File: src/rtl/mem_port_arbiter_if.sv
// ---------------------------------------------------------------------------
// mem_port_arbiter_if : request/grant/read-return bundle for the I2C and host
//                       ports plus the registered RAM port
// Revision: 1.0
// ---------------------------------------------------------------------------
`default_nettype none

interface mem_port_arbiter_if #(
  parameter int ADDR_W = 8,
  parameter int DATA_W = 8
);
  logic              i2c_req;
  logic              i2c_we;
  logic [ADDR_W-1:0] i2c_addr;
  logic [DATA_W-1:0] i2c_wdata;
  logic              i2c_gnt;
  logic              i2c_rvalid;
  logic [DATA_W-1:0] i2c_rdata;

  logic              host_req;
  logic              host_we;
  logic [ADDR_W-1:0] host_addr;
  logic [DATA_W-1:0] host_wdata;
  logic              host_gnt;
  logic              host_rvalid;
  logic [DATA_W-1:0] host_rdata;

  logic [ADDR_W-1:0] mem_addr;
  logic [DATA_W-1:0] mem_wdata;
  logic              mem_wren;
  logic [DATA_W-1:0] mem_rdata;

  // Requesters and RAM model side
  modport master (
    output i2c_req, i2c_we, i2c_addr, i2c_wdata,
    input  i2c_gnt, i2c_rvalid, i2c_rdata,
    output host_req, host_we, host_addr, host_wdata,
    input  host_gnt, host_rvalid, host_rdata,
    input  mem_addr, mem_wdata, mem_wren,
    output mem_rdata
  );

  // Arbiter side
  modport slave (
    input  i2c_req, i2c_we, i2c_addr, i2c_wdata,
    output i2c_gnt, i2c_rvalid, i2c_rdata,
    input  host_req, host_we, host_addr, host_wdata,
    output host_gnt, host_rvalid, host_rdata,
    output mem_addr, mem_wdata, mem_wren,
    input  mem_rdata
  );
endinterface

`default_nettype wire

File: src/rtl/mem_port_arbiter.sv
// ---------------------------------------------------------------------------
// mem_port_arbiter : single-port RAM arbiter, I2C priority with bounded host
//                    starvation, registered RAM drive and held read data
// Revision: 1.0
// ---------------------------------------------------------------------------
`default_nettype none

module mem_port_arbiter #(
  parameter int ADDR_W        = 8,
  parameter int DATA_W        = 8,
  parameter int HOST_MAX_WAIT = 4
) (
  input  logic              clk,
  input  logic              rst_n,
  mem_port_arbiter_if.slave bus
);

  localparam int              CNT_W      = $clog2(HOST_MAX_WAIT + 1);
  localparam logic [CNT_W-1:0] C_MAX_WAIT = CNT_W'(HOST_MAX_WAIT);

  typedef enum logic [1:0] {
    IDLE     = 2'd0,
    ACC_I2C  = 2'd1,
    ACC_HOST = 2'd2
  } state_t;

  state_t            r_state;
  state_t            w_next;
  logic [CNT_W-1:0]  r_wait_cnt;
  logic [ADDR_W-1:0] r_mem_addr;
  logic [DATA_W-1:0] r_mem_wdata;
  logic              r_mem_wren;
  logic              r_rd_pend_i2c;
  logic              r_rd_pend_host;
  logic [DATA_W-1:0] r_hold_i2c;
  logic [DATA_W-1:0] r_hold_host;
  logic              w_host_prio;

  // Next-state and grant decode
  always_comb begin
    w_next       = r_state;
    w_host_prio  = bus.host_req && (r_wait_cnt == C_MAX_WAIT);
    bus.i2c_gnt  = 1'b0;
    bus.host_gnt = 1'b0;
    case (r_state)
      IDLE: begin
        if (bus.i2c_req && !w_host_prio) begin
          w_next = ACC_I2C;
        end else if (bus.host_req) begin
          w_next = ACC_HOST;
        end
      end
      ACC_I2C: begin
        bus.i2c_gnt = 1'b1;
        w_next      = IDLE;
      end
      ACC_HOST: begin
        bus.host_gnt = 1'b1;
        w_next       = IDLE;
      end
      default: w_next = IDLE;
    endcase
  end

  always_ff @(posedge clk or negedge rst_n) begin
    if (!rst_n) begin
      r_state        <= IDLE;
      r_wait_cnt     <= '0;
      r_mem_addr     <= '0;
      r_mem_wdata    <= '0;
      r_mem_wren     <= 1'b0;
      r_rd_pend_i2c  <= 1'b0;
      r_rd_pend_host <= 1'b0;
      r_hold_i2c     <= '0;
      r_hold_host    <= '0;
    end else begin
      r_state <= w_next;

      if (!bus.host_req || (r_state == IDLE && w_next == ACC_HOST)) begin
        r_wait_cnt <= '0;
      end else if (r_wait_cnt != C_MAX_WAIT) begin
        r_wait_cnt <= r_wait_cnt + CNT_W'(1);
      end

      // RAM drive is loaded only on entry to an access; wren lasts one cycle
      if (r_state == IDLE && w_next == ACC_I2C) begin
        r_mem_addr  <= bus.i2c_addr;
        r_mem_wdata <= bus.i2c_wdata;
        r_mem_wren  <= bus.i2c_we;
      end else if (r_state == IDLE && w_next == ACC_HOST) begin
        r_mem_addr  <= bus.host_addr;
        r_mem_wdata <= bus.host_wdata;
        r_mem_wren  <= bus.host_we;
      end else begin
        r_mem_wren  <= 1'b0;
      end

      r_rd_pend_i2c  <= (r_state == ACC_I2C)  && !r_mem_wren;
      r_rd_pend_host <= (r_state == ACC_HOST) && !r_mem_wren;

      if (r_rd_pend_i2c) begin
        r_hold_i2c <= bus.mem_rdata;
      end
      if (r_rd_pend_host) begin
        r_hold_host <= bus.mem_rdata;
      end
    end
  end

  assign bus.mem_addr    = r_mem_addr;
  assign bus.mem_wdata   = r_mem_wdata;
  assign bus.mem_wren    = r_mem_wren;
  assign bus.i2c_rvalid  = r_rd_pend_i2c;
  assign bus.host_rvalid = r_rd_pend_host;
  assign bus.i2c_rdata   = r_rd_pend_i2c  ? bus.mem_rdata : r_hold_i2c;
  assign bus.host_rdata  = r_rd_pend_host ? bus.mem_rdata : r_hold_host;

endmodule

`default_nettype wire

File: src/flat_wrapper.sv
// flat-port wrapper written by rule: the top's interface ports become plain ports
module mem_port_arbiter_flat 
#(
  parameter int ADDR_W        = 8,
  parameter int DATA_W        = 8,
  parameter int HOST_MAX_WAIT = 4
)
  (clk, rst_n, bus_i2c_req, bus_i2c_we, bus_i2c_addr, bus_i2c_wdata, bus_i2c_gnt, bus_i2c_rvalid, bus_i2c_rdata, bus_host_req, bus_host_we, bus_host_addr, bus_host_wdata, bus_host_gnt, bus_host_rvalid, bus_host_rdata, bus_mem_addr, bus_mem_wdata, bus_mem_wren, bus_mem_rdata);
  mem_port_arbiter_if #(.ADDR_W(ADDR_W), .DATA_W(DATA_W)) bus_i ();
  input  logic clk;
  input  logic rst_n;
  input wire logic [$bits(bus_i.i2c_req)-1:0] bus_i2c_req;
  input wire logic [$bits(bus_i.i2c_we)-1:0] bus_i2c_we;
  input wire logic [$bits(bus_i.i2c_addr)-1:0] bus_i2c_addr;
  input wire logic [$bits(bus_i.i2c_wdata)-1:0] bus_i2c_wdata;
  output wire logic [$bits(bus_i.i2c_gnt)-1:0] bus_i2c_gnt;
  output wire logic [$bits(bus_i.i2c_rvalid)-1:0] bus_i2c_rvalid;
  output wire logic [$bits(bus_i.i2c_rdata)-1:0] bus_i2c_rdata;
  input wire logic [$bits(bus_i.host_req)-1:0] bus_host_req;
  input wire logic [$bits(bus_i.host_we)-1:0] bus_host_we;
  input wire logic [$bits(bus_i.host_addr)-1:0] bus_host_addr;
  input wire logic [$bits(bus_i.host_wdata)-1:0] bus_host_wdata;
  output wire logic [$bits(bus_i.host_gnt)-1:0] bus_host_gnt;
  output wire logic [$bits(bus_i.host_rvalid)-1:0] bus_host_rvalid;
  output wire logic [$bits(bus_i.host_rdata)-1:0] bus_host_rdata;
  output wire logic [$bits(bus_i.mem_addr)-1:0] bus_mem_addr;
  output wire logic [$bits(bus_i.mem_wdata)-1:0] bus_mem_wdata;
  output wire logic [$bits(bus_i.mem_wren)-1:0] bus_mem_wren;
  input wire logic [$bits(bus_i.mem_rdata)-1:0] bus_mem_rdata;
  assign bus_i.i2c_req = bus_i2c_req;
  assign bus_i.i2c_we = bus_i2c_we;
  assign bus_i.i2c_addr = bus_i2c_addr;
  assign bus_i.i2c_wdata = bus_i2c_wdata;
  assign bus_i2c_gnt = bus_i.i2c_gnt;
  assign bus_i2c_rvalid = bus_i.i2c_rvalid;
  assign bus_i2c_rdata = bus_i.i2c_rdata;
  assign bus_i.host_req = bus_host_req;
  assign bus_i.host_we = bus_host_we;
  assign bus_i.host_addr = bus_host_addr;
  assign bus_i.host_wdata = bus_host_wdata;
  assign bus_host_gnt = bus_i.host_gnt;
  assign bus_host_rvalid = bus_i.host_rvalid;
  assign bus_host_rdata = bus_i.host_rdata;
  assign bus_mem_addr = bus_i.mem_addr;
  assign bus_mem_wdata = bus_i.mem_wdata;
  assign bus_mem_wren = bus_i.mem_wren;
  assign bus_i.mem_rdata = bus_mem_rdata;
  mem_port_arbiter #(.ADDR_W(ADDR_W), .DATA_W(DATA_W), .HOST_MAX_WAIT(HOST_MAX_WAIT)) u_core (.clk(clk), .rst_n(rst_n), .bus(bus_i));
endmodule
File: config.mk
export PLATFORM = sky130hd
export DESIGN_NAME = mem_port_arbiter_flat
export DESIGN_NICKNAME = d
export VERILOG_FILES = /design/src/rtl/mem_port_arbiter_if.sv /design/src/rtl/mem_port_arbiter.sv /design/src/flat_wrapper.sv
export SDC_FILE = /design/constraint.sdc
export NUM_CORES = 1
export LEC_CHECK = 0
export ABC_AREA = 0
export BUFFER_PORTS_ARGS = -buffer_cell sky130_fd_sc_hd__buf_4
export CORE_ASPECT_RATIO = 0.7
export CORE_MARGIN = 3
export CORE_UTILIZATION = 45
export DETAILED_ROUTE_END_ITERATION = 10
export PLACE_DENSITY = 0.78
export SLEW_MARGIN = 25
export SYNTH_ARGS = -nofsm -noshare
export SYNTH_HDL_FRONTEND = slang
export SYNTH_SLANG_ARGS = --single-unit
File: constraint.sdc
create_clock -name clk -period 2 [get_ports clk]
set_clock_uncertainty 0.05 [all_clocks]
set_input_delay 0.1 -clock clk [delete_from_list [all_inputs] [get_ports clk]]
set_output_delay 0.1 -clock clk [all_outputs]
set_load 0.01 [all_outputs]
* Word-level counts from Yosys, hierarchy flattened
Index checks and enable logic that the tools add are counted.
W data, S select, Z words.
** Storage, ports and cells
- Bits in registers :: 40
- Word-level logic and storage cells :: 44
- Output and inout bits :: 37
** Cells by class
- $add $sub $neg :: 1
- Multiplexer cells :: 15
- Reductions and logical operators :: 13
- Eq/ne operators :: 6
** Operator list (number)
- $mux W8 :: 6
- $logic_and A1 B1 Y1 :: 6
- $mux W2 :: 3
- $mux W3 :: 2
- $eq A2 B1 Y1 const B :: 2
- $eq A2 B2 Y1 const B :: 2
- $mux W1 :: 4
- $reduce_bool A2 Y1 :: 2
- $add A3 B1 Y3 const B :: 1
- $eq A3 B3 Y1 const B :: 1
- $logic_not A1 Y1 :: 3
- $ne A3 B3 Y1 const B :: 1
- $logic_not A2 Y1 :: 1
- $logic_or A1 B1 Y1 :: 1

* Logic depth before layout (Yosys ltp)
- Depth in word-level cells :: 10
- Mapped depth :: 7

* Least setup slack after synthesis
Ideal clock, no wire load.
- Kind :: reg-to-reg
- Start point :: register u_core.r_wait_cnt[0]
- End point :: register u_core.r_mem_addr[6], in the netlist u_core.bus.mem_addr[6]
- Buffers on the path :: 2
- Path slack :: 0.387 ns
- Period minus slack after synthesis :: 1.613 ns
- Arrival :: 1.437 ns
- Stages on the path, launching flop included :: 8
- Cells stage by stage :: dfrtp_1 inv_1 ha_1 nand2_2 o211a_1 buf_6 buf_8 a221o_1
** On the way
- Word-level cells in the longest chain between the ends :: 9
- Elaborated cells between the ends (all ways) :: 12
** Ends and longest elaborated chain
- start, declared :: line mem_port_arbiter.sv:29 : logic [CNT_W-1:0] r_wait_cnt;
- start signal, assigned :: line mem_port_arbiter.sv:82 : r_wait_cnt <= r_wait_cnt + CNT_W'(1);
- $eq A3 B3 Y1 (*) :: line mem_port_arbiter.sv:42 : w_host_prio = bus.host_req && (r_wait_cnt == C_MAX_WAIT);
- $logic_and A1 B1 Y1 (*) :: line mem_port_arbiter.sv:42
- $logic_not A1 Y1 (*) :: line mem_port_arbiter.sv:47 : if (bus.i2c_req && !w_host_prio) begin
- $logic_and A1 B1 Y1 (*) :: line mem_port_arbiter.sv:47
- $mux W2 (*) :: line mem_port_arbiter.sv:47
- $mux W2 (*) :: line mem_port_arbiter.sv:45 : case (r_state)
- via u_core.w_next[0] :: line mem_port_arbiter.sv:28 : state_t w_next;
- $eq A2 B1 Y1 or $eq A2 B2 Y1 (tied branches) :: line mem_port_arbiter.sv:86, mem_port_arbiter.sv:90
- $logic_and A1 B1 Y1 (on tied branches) :: line mem_port_arbiter.sv:86, mem_port_arbiter.sv:90
- $mux W8 or $reduce_bool A2 Y1 (tied branches)
- end signal, assigned :: line mem_port_arbiter.sv:87 : r_mem_addr <= bus.i2c_addr;
- end signal, assigned :: line mem_port_arbiter.sv:91 : r_mem_addr <= bus.host_addr;
- end, declared :: line mem_port_arbiter.sv:30 : logic [ADDR_W-1:0] r_mem_addr;
Mark *: on every way through the listed nets, which the timed path passes. The rest lies on a longest branch.
A chain may end at the register's enable or synchronous reset.

* Final worst setup path
- Start point :: register u_core.r_wait_cnt[0]
- End point :: register u_core.r_mem_addr[4], in the netlist u_core.bus.mem_addr[4]
** On the way
- Word-level cells in the longest chain between the ends :: 9
- Elaborated cells between the ends (all ways) :: 12
** Ends and longest elaborated chain (line)
- $eq A3 B3 Y1 (*) :: mem_port_arbiter.sv:42
- $logic_and A1 B1 Y1 (*) :: mem_port_arbiter.sv:42
- $logic_not A1 Y1 (*) :: mem_port_arbiter.sv:47
- $logic_and A1 B1 Y1 (*) :: mem_port_arbiter.sv:47
- $mux W2 (*) :: mem_port_arbiter.sv:47
- $mux W2 (*) :: mem_port_arbiter.sv:45
- $eq A2 B1 Y1 or $eq A2 B2 Y1 (tied branches) :: mem_port_arbiter.sv:86, mem_port_arbiter.sv:90
- $logic_and A1 B1 Y1 (on tied branches) :: mem_port_arbiter.sv:86, mem_port_arbiter.sv:90
- $mux W8 or $reduce_bool A2 Y1 (tied branches)
Mark *: on every way between the ends. The rest lies on a longest branch, timed or not.

==> impl_metrics.prom <==
# TYPE chip_impl_metric gauge
chip_impl_metric{name="p_sw_share",unit="%"} 29.59
chip_impl_metric{name="synth-seq-area-share",unit="%"} 58.52
chip_impl_metric{name="drc",unit=""} 0
chip_impl_metric{name="cts.repair.resized",unit=""} 0
chip_impl_metric{name="synth_edf_count",unit=""} 0
chip_impl_metric{name="post-cts-setup-buffer-count",unit=""} 0
chip_impl_info{name="worstReg2RegStart",value="u_core.r_wait_cnt[0]"} 1
chip_impl_info{name="setup.worst_path.start",value="u_core.r_wait_cnt[0]"} 1
chip_impl_metric{name="min_period",unit="ps"} 1859
chip_impl_metric{name="max-vdd-ir-drop",unit="mV"} 0.5445
chip_impl_info{name="worst-setup-path-type",value="reg -> reg"} 1
chip_impl_metric{name="global_route.overflow_total",unit=""} 0
chip_impl_metric{name="crit_required",unit="ps"} 2180
chip_impl_metric{name="cts.sink_count",unit=""} 40
chip_impl_metric{name="number_of_max_slew_violations_in_the_final_report",unit=""} 0
chip_impl_info{name="most_frequently_used_flop_master_after_synthesis",value="dfrtp_1"} 1
chip_impl_metric{name="setup_viol",unit=""} 0
chip_impl_metric{name="number_of_rows_in_the_core_area",unit=""} 18
chip_impl_metric{name="ctsHtreeMaxLevel",unit=""} 2
chip_impl_metric{name="clock_path_buffers",unit=""} 2
chip_impl_metric{name="postSynth.asyncResetShare",unit="%"} 100.0
chip_impl_metric{name="die_width",unit="µm"} 79.69
chip_impl_metric{name="fp.dieArea",unit="mm²"} 0.004588
chip_impl_metric{name="power_frac_clock",unit="%"} 21.7
chip_impl_metric{name="place.gp.congestion",unit=""} 0.7119
chip_impl_metric{name="timing.critical_path.arrival",unit="ps"} 2030
chip_impl_metric{name="power.density",unit="mW/mm²"} 913.1
chip_impl_metric{name="finalHoldWorstSlack",unit="ps"} 16.75
chip_impl_metric{name="initial_utilization",unit="%"} 47.76
chip_impl_metric{name="power.share.combinational",unit="%"} 35.2
chip_impl_metric{name="antenna_violations_before_repair",unit=""} 0
chip_impl_metric{name="fp.dieH",unit="µm"} 57.58
chip_impl_info{name="kind_of_end_point_of_the_critical_path",value="register"} 1
chip_impl_metric{name="grt_use_total",unit="%"} 24.32
chip_impl_info{name="cts_root_buf",value="clkbuf_8"} 1
chip_impl_metric{name="syn-cell-area",unit="mm²"} 0.001710
chip_impl_metric{name="power.static_leakage",unit="nW"} 1.328
chip_impl_metric{name="drt_pre_antenna_iters",unit=""} 4
chip_impl_metric{name="dp_hpwl",unit="µm"} 3248
chip_impl_metric{name="layout_setup_ws",unit="ps"} 141.4
chip_impl_metric{name="routed_wl",unit="µm"} 5216
chip_impl_metric{name="first_global_vias",unit=""} 1698
chip_impl_metric{name="dp_worst_setup_slack",unit="ps"} 177.9
chip_impl_metric{name="power.total",unit="mW"} 2.544
chip_impl_metric{name="growth_of_design_area_from_synthesis_to_finish",unit="%"} 62.91
chip_impl_metric{name="sum_of_negative_setup_slack",unit="ps"} 0
chip_impl_info{name="hold_start",value="bus_mem_rdata[5]"} 1
chip_impl_metric{name="clkSlewWorstSetupHoldPaths",unit="ps"} 80
chip_impl_metric{name="grt_pass1_wl",unit="µm"} 8335
chip_impl_metric{name="switching_component_of_the_power",unit="mW"} 0.7528
chip_impl_metric{name="final-seq-area",unit="mm²"} 0.001001
chip_impl_metric{name="route.detailed.vias_per_inst",unit=""} 5.153
chip_impl_metric{name="antenna_cells_inserted",unit=""} 0
chip_impl_metric{name="layout_worst_path_cycle_share",unit="%"} 92.93
chip_impl_metric{name="intPower",unit="mW"} 1.791
chip_impl_metric{name="cts_made_buffers",unit=""} 5
chip_impl_metric{name="seq_power_share",unit="%"} 43.1
chip_impl_metric{name="yosys_warnings",unit=""} 0
chip_impl_metric{name="synthesis.nets",unit=""} 167
chip_impl_metric{name="nFillCells",unit=""} 216
chip_impl_info{name="setup.worst_path.start_class",value="register"} 1
chip_impl_info{name="min-delay-path-class",value="in -> reg"} 1
chip_impl_metric{name="netlist_instances",unit=""} 119
chip_impl_info{name="status",value="finished clean"} 1
chip_impl_metric{name="worst-path-max-fanout",unit=""} 19
chip_impl_metric{name="port_buffers",unit=""} 82
chip_impl_metric{name="synthesized_area_divided_by_synthesized_cell_count",unit="µm²"} 14.37
chip_impl_info{name="rsz0062_at_grt",value="no"} 1
chip_impl_metric{name="clkLatencyLatePin",unit="ps"} 290
chip_impl_metric{name="floorplan.core_area",unit="mm²"} 0.003581
chip_impl_metric{name="area_of_the_multi_input_gates",unit="µm²"} 628.1
chip_impl_metric{name="vias",unit=""} 1484
chip_impl_metric{name="slew_headroom",unit="%"} 60.85
chip_impl_metric{name="nets",unit=""} 285
chip_impl_metric{name="synthDistinctLibCells",unit=""} 24
chip_impl_metric{name="num_io_pins",unit=""} 83
chip_impl_info{name="tritoncts",value="yes"} 1
chip_impl_metric{name="hold_viol",unit=""} 0
chip_impl_metric{name="tightestPinTransition",unit="ps"} 587.2
chip_impl_metric{name="synth_seq_cells",unit=""} 40
chip_impl_metric{name="route.antenna.remaining_nets",unit=""} 0
chip_impl_metric{name="initialDrtViolationCount",unit=""} 117
chip_impl_metric{name="timing.fmax",unit="MHz"} 538.1
chip_impl_metric{name="post_route_cells_drive_above_1_share",unit="%"} 47.06
chip_impl_metric{name="pin_count_of_the_biggest_net_entering_global_routing",unit=""} 41
chip_impl_metric{name="post_drt_wl_per_cell",unit="µm"} 18.11
chip_impl_metric{name="timing.max_cap.violations",unit=""} 0
## cell type report
cell class | instances | area share (%)
clock buffers | 6 | 2.964
flip-flops and latches | 40 | 35.92
multi-input cells | 67 | 22.54
repair buffers | 120 | 35.56
clock inverters | 2 | 0.3592
well taps | 50 | 2.245
inverters | 3 | 0.4041
## logic make-up (layout without fill, tap and decap cells)
group	after synthesis	count (layout)	synth area share (%)
buffers and inverters	12	131	4.754
muxes	17	17	11.12
xor gates and xnor gates	1	1	0.5122
adders and majority gates	2	2	1.463
DFF	40	40	58.52
AOI/OAI and AO/OA	36	36	19.46
and+or+nand+nor	11	11	4.170
## what timing repair did
item,CTS,global route
setup endpoints to repair,0,0
hold buffers,36,0
hold endpoints to repair,58,0
## synthesized netlist by cell type, types with 2 or more instances
master	instances	area, µm²
nor3_1	3	15.01
inv_1	3	11.26
a221o_1	15	150.1
dfrtp_1	40	1001
a21boi_0	14	105.1
buf_6	3	33.78
mux2_2	16	180.2
a21boi_1	2	15.01
ha_1	2	25.02
nor2b_1	4	25.02
buf_2	2	10.01
clkbuf_1	3	11.26
## metal layers
metal / routed length [µm] / up-vias / share of wire (%) / track usage, %
li1: - / 681 / - / -
met5: 0 / - / 0 / 0
met1: 2014 / 745 / 39 / 28.94
met3: 242 / 8 / 4.6 / 5.205
met2: 2900 / 50 / 56 / 44.00
met4: 58 / 0 / 1.1 / 7.843
## critical path, cell delays in order, from the launching register on
cell       delay [ps]
dfrtp_1           420
inv_1              80
ha_1              180
nand2_2           120
a2111oi_4         420
buf_4             320
a221o_1           200
## layout by cell type, fill, tap and decap left out, drive strengths merged
cell	n
mux2i	1
a221o	16
ha	2
dfrtp	40
a2111oi	1
xnor2	1
o21ai	1
inv	3
or2	1
buf	84
clkbuf	6
mux2	16
nor2	1
dlygate4sd3	36
clkinv	2
nand2	1
a22o	1
nor2b	4
o211a	1
nor3	3
nand3b	1
a21boi	16
## power groups by stage
stage                     clock (mW)  sequential [mW]  combinational [mW]
after floorplan                    0             1.11               0.385
after detailed placement           0             1.11               0.832
after CTS                      0.560             1.10               0.890
final                          0.553             1.10               0.895
after global routing           0.596             1.12               0.954
after global placement             0             1.09               0.806
## per-stage QoR
step | std cells | instance area [µm²] | util (%)
floorplan | 119 | 1710 | -
global route | 288 | 2786 | 77.81
detailed placement | 244 | 2333 | 65.16
finish | 288 | 2786 | 77.81
global placement | 244 | 2333 | 65.16
CTS | 288 | 2786 | 77.81
## flip-flops by register name, indices dropped and copies added (netlist names)
register / flops
u_core.bus.mem_wren: 1
u_core.r_hold_i2c: 8
u_core.r_hold_host: 8
u_core.bus.host_rvalid: 1
u_core.bus.mem_wdata: 8
u_core.r_state: 2
u_core.bus.i2c_rvalid: 1
u_core.r_wait_cnt: 3
u_core.bus.mem_addr: 8
## worst paths after layout
path	end	slack [ps]	cells after the start
worst min register to register	u_core.bus.host_rvalid	450	1
worst min-delay path	u_core.r_hold_i2c[5]	20	2
worst max-delay path	u_core.bus.mem_addr[4]	140	6
worst max register to register	u_core.bus.mem_addr[4]	140	6
min in group asynchronous	u_core.bus.mem_addr[6]	280	2
max in group asynchronous	u_core.r_hold_i2c[0]	1280	2
Note: power is estimated with default switching activity, not from simulation.
